File: src/rtl/mux_pkg.sv
// Shared constants and types for the registered 4-to-1 multiplexer.
package mux_pkg;

  localparam int unsigned NUM_INPUTS = 32'd4;
  localparam int unsigned SEL_WIDTH  = 32'd2;

  typedef logic [SEL_WIDTH-1:0] sel_t;

endpackage : mux_pkg

File: src/rtl/mux_4to1_comb.sv
// Combinational select decode. An unknown select resolves to an all-zero word
// so that X on sel never reaches the output register.
module mux_4to1_comb
  import mux_pkg::*;
#(
  parameter int unsigned WIDTH = 32
) (
  input  logic [WIDTH-1:0] data0,
  input  logic [WIDTH-1:0] data1,
  input  logic [WIDTH-1:0] data2,
  input  logic [WIDTH-1:0] data3,
  input  sel_t             sel,
  output logic [WIDTH-1:0] mux_next
);

  if ((32'd1 << SEL_WIDTH) != NUM_INPUTS) begin : g_pkg_check
    $error("mux_pkg: SEL_WIDTH does not decode NUM_INPUTS sources");
  end

  // X or Z on sel matches no item and falls through to the zero default.
  always_comb begin
    mux_next = {WIDTH{1'b0}};
    case (sel)
      2'd0:    mux_next = data0;
      2'd1:    mux_next = data1;
      2'd2:    mux_next = data2;
      2'd3:    mux_next = data3;
      default: mux_next = {WIDTH{1'b0}};
    endcase
  end

endmodule : mux_4to1_comb

File: src/rtl/mux_4to1.sv
// Registered 4-to-1 multiplexer: combinational select followed by a single
// asynchronously reset output register.
module mux_4to1 #(
  parameter int unsigned WIDTH     = 32,
  parameter int unsigned SEL_WIDTH = 2
) (
  input  logic                 clk,
  input  logic                 rst,
  input  logic [WIDTH-1:0]     data0,
  input  logic [WIDTH-1:0]     data1,
  input  logic [WIDTH-1:0]     data2,
  input  logic [WIDTH-1:0]     data3,
  input  logic [SEL_WIDTH-1:0] sel,
  output logic [WIDTH-1:0]     data_out
);

  import mux_pkg::*;

  if (SEL_WIDTH != mux_pkg::SEL_WIDTH) begin : g_sel_width_check
    $error("mux_4to1: SEL_WIDTH must be 2");
  end

  logic [WIDTH-1:0] data_d;
  logic [WIDTH-1:0] data_q;

  mux_4to1_comb #(
    .WIDTH (WIDTH)
  ) u_comb (
    .data0    (data0),
    .data1    (data1),
    .data2    (data2),
    .data3    (data3),
    .sel      (sel_t'(sel)),
    .mux_next (data_d)
  );

  // Output register; reset clears it without waiting for a clock edge.
  always_ff @(posedge clk or posedge rst) begin
    if (rst) begin
      data_q <= {WIDTH{1'b0}};
    end else begin
      data_q <= data_d;
    end
  end

  assign data_out = data_q;

endmodule : mux_4to1

File: config.mk
export PLATFORM = sky130hd
export DESIGN_NAME = mux_4to1
export DESIGN_NICKNAME = d
export VERILOG_FILES = /design/src/rtl/mux_pkg.sv /design/src/rtl/mux_4to1_comb.sv /design/src/rtl/mux_4to1.sv
export SDC_FILE = /design/constraint.sdc
export NUM_CORES = 1
export LEC_CHECK = 0
export ABC_AREA = 1
export CELL_PAD_IN_SITES_DETAIL_PLACEMENT = 1
export CELL_PAD_IN_SITES_GLOBAL_PLACEMENT = 1
export CORE_AREA = 2 2 98 100
export DETAILED_ROUTE_END_ITERATION = 16
export DIE_AREA = 0 0 100 102
export MAX_ROUTING_LAYER = met4
export PLACE_DENSITY = 0.79
export SYNTH_ARGS = -nofsm -noshare
export SYNTH_HDL_FRONTEND = slang
export SYNTH_HIERARCHICAL = 1
export SYNTH_SLANG_ARGS = --single-unit
File: constraint.sdc
create_clock -name clk -period 1.1 [get_ports clk]
set_input_delay 0.275 -clock clk [delete_from_list [all_inputs] [get_ports clk]]
set_output_delay 0.275 -clock clk [all_outputs]
set_load 0.05 [all_outputs]
==> impl_results.rst <==
.. list-table::
   :header-rows: 1

   * - Metric
     - Value
   * - CP Max Fanout
     - 1
   * - Mapped Cells
     - 219
   * - Average vias per placed instance
     - 4.783
   * - CTS root buf
     - sky130_fd_sc_hd__clkbuf_8
   * - Min Clock Period, post-route
     - 1.128 ns
   * - Cell-by-cell listing of the critical path
     - buf_12
   * - Sum Neg Setup Slack
     - -0.3217 ns
   * - Area occupied by registers
     - 800.8 um2
   * - Cell count after placement
     - 482
   * - Layout Area Growth over Synthesis
     - 112.0%
   * - Number of placed I/O pins
     - 164
   * - Net count after synthesis
     - 351
   * - Worst-margin pin slew
     - 0.6242 ns
   * - Critical path origin
     - data_out[29]$_DFF_PP0_
   * - Total via count after detailed routing
     - 2339
   * - Pwr dens
     - 1032 nW/um2
   * - Run status
     - finished with violations
   * - Max-slew violation count
     - 0
   * - Global-route wire length before repair
     - 13100 um
   * - Clock-pin slew of the registers on the worst-case setup and hold paths
     - 0.07 ns
   * - Clock tree from TritonCTS
     - built
   * - Violated checks
     - setup timing
   * - Critical path data arrival time
     - 0.85 ns
   * - GR Util All Layers
     - 0.1697
   * - Peak per-stage delay on the critical path
     - 0.41 ns
   * - DRT Wirelength
     - 8597 um
   * - Mean instance size in the synthesized netlist
     - 8.598 um2
   * - Iteration-0 DRC count of the detailed router
     - 75
   * - Final Cell Area
     - 3993 um2
   * - Placer's final routability congestion estimate
     - 0.8225
   * - Largest vdd supply drop
     - 0.4449 mV
   * - Port bufs
     - 163
   * - Tightest slew margin relative to the limit
     - 0.5832
   * - Maximum level of the CTS H-tree
     - 2
   * - Total of cells resized after clock tree synthesis
     - 0
   * - Non-filler cells, final
     - 489
   * - CTS Sinks
     - 32
   * - Y dimension of the die
     - 102 um
   * - Cell area after synthesis
     - 1883 um2
   * - Leading cell type in the layout, fill and taps excluded
     - sky130_fd_sc_hd__clkdlybuf4s50_1
   * - Number of different library cells in the post-synthesis netlist
     - 13
   * - Number of flip-flops under the largest register name
     - 32
   * - Maximum clock rate
     - 886.5 MHz
   * - Final routed DRC violation total
     - 0
   * - Count of maximum capacitance violations
     - 0
   * - Number of diodes added for antenna fixing
     - 0
   * - Via count of the first global-routing pass
     - 2648
   * - Num rows
     - 35
   * - Endpoints failing hold
     - 0
   * - Worst Path Required
     - 0.82 ns
   * - FILL cells
     - 1035
   * - Die outline area
     - 10200 um2
   * - Number of antenna violations at the first check in global routing
     - 0
   * - Chip width
     - 100 um
   * - Buffer levels on the longest clock path
     - 2
   * - Number of storage elements in the synthesis netlist
     - 32
   * - Seq/Total Area, Yosys
     - 0.4252
   * - Pleak
     - 1.610 nW
   * - Share of post-route cells with drive strength above 1
     - 0.1720
   * - Setup violations, final
     - 30
   * - Core Area
     - 9109 um2
   * - HPWL after detailed placement
     - 6632 um
   * - Placed standard-cell area
     - 3915 um2
   * - Category of the critical setup timing path
     - flip-flop to output port
   * - Area of the multi-input gates
     - 857.1 um2
   * - Post-layout worst setup margin
     - -0.02799 ns
   * - CP delay by family, top
     - flip-flops
   * - RSZ-0062 raised after global routing
     - true
   * - Commonest cells after routing, fill and taps aside
     - 129 x sky130_fd_sc_hd__clkdlybuf4s50_1, 86 x sky130_fd_sc_hd__nand3_1, 38 x sky130_fd_sc_hd__buf_12
   * - Final #Nets
     - 510
   * - Total power draw
     - 0.004122 W
   * - Drt first pass iters
     - 4
   * - Wire per inst
     - 17.58 um
   * - Largest net degree at the start of global routing
     - 33
   * - Endpoint type of the worst setup path
     - output port
   * - Post-CTS setup buffer count
     - 0
   * - Fin crit share
     - 1.025
   * - Setup crit start kind
     - flip-flop
   * - Number of buffers and inverters on the critical path
     - 1
   * - Clock buffer count from CTS
     - 5
   * - Hold Path Class
     - input pin to asynchronous set/reset pin
   * - Remaining number of nets flagged by the antenna check after routing
     - 0
   * - Global route total overflow
     - 0
   * - Initial core utilization
     - 0.2067
   * - Yosys warning count
     - 6
   * - Crit path max-delay cell type
     - sky130_fd_sc_hd__dfrtp_1
   * - Post-placement worst setup slack
     - -0.1793 ns
layout make-up:
class,count,share of cell area
timing repair buffer,175,0.5277
multi-input combinational,161,0.2147
sequential,32,0.2006
tap,111,0.03479
clock buffer,6,0.01818
inverter,3,0.002820
clock inverter,1,0.001254
worst paths after layout:
kind                       slack [ns]  cells after the start                     end
max                             -0.03                      1            data_out[29]
min                              0.38                      3  data_out[29]$_DFF_PP0_
max in group asynchronous        0.57                      3   data_out[1]$_DFF_PP0_
min in group clk                 0.46                      4  data_out[30]$_DFF_PP0_
synthesized netlist by cell type (all sizes together):
master	number	area [um2]
nand2	32	120.1
inv	3	11.26
dfrtp	32	800.8
nand3	96	530.5
nor2	1	6.260
buf	23	214.0
nand4	32	200.2
metal layers:
metal,wire length [um],track usage,up-vias
li1,-,-,1109
met1,3281,0.1838,1144
met2,4879,0.3264,79
met3,356,0.02462,7
met4,80,0.04004,0
met5,0,-,-
timing repair:
item                       CTS  global route
setup endpoints to repair   32            32
hold endpoints to repair     0             0
hold buffers                 0             0
kinds of logic (layout without fill, tap and decap cells):
| kind of cell | count (synthesis) | after routing | synth area share |
|---|---|---|---|
| simple gates | 161 | 161 | 0.4552 |
| flops | 32 | 32 | 0.4253 |
| buf+inv | 26 | 185 | 0.1196 |
report_power, final:
group / internal [W] / leakage (nW) / total (W) / switching, W
registers: 0.00130 / 0.387 / 0.00140 / 0.000102
clock network: 0.000431 / 0.0410 / 0.000878 / 0.000447
logic: 0.00101 / 1.18 / 0.00184 / 0.000833
total: 0.00274 / 1.61 / 0.00412 / 0.00138
per-stage QoR:
| stage | utilization | hold WS, ns |
|---|---|---|
| 6_report | 0.4383 | 0.3750 |
| 3_3_place_gp | 0.4298 | 0.6756 |
| 3_5_place_dp | 0.4298 | 0.6844 |
| 4_1_cts | 0.4383 | 0.3719 |
| 5_1_grt | 0.4383 | 0.4051 |
| 2_1_floorplan | - | 0.3912 |
(Power assumes the default switching activity.)
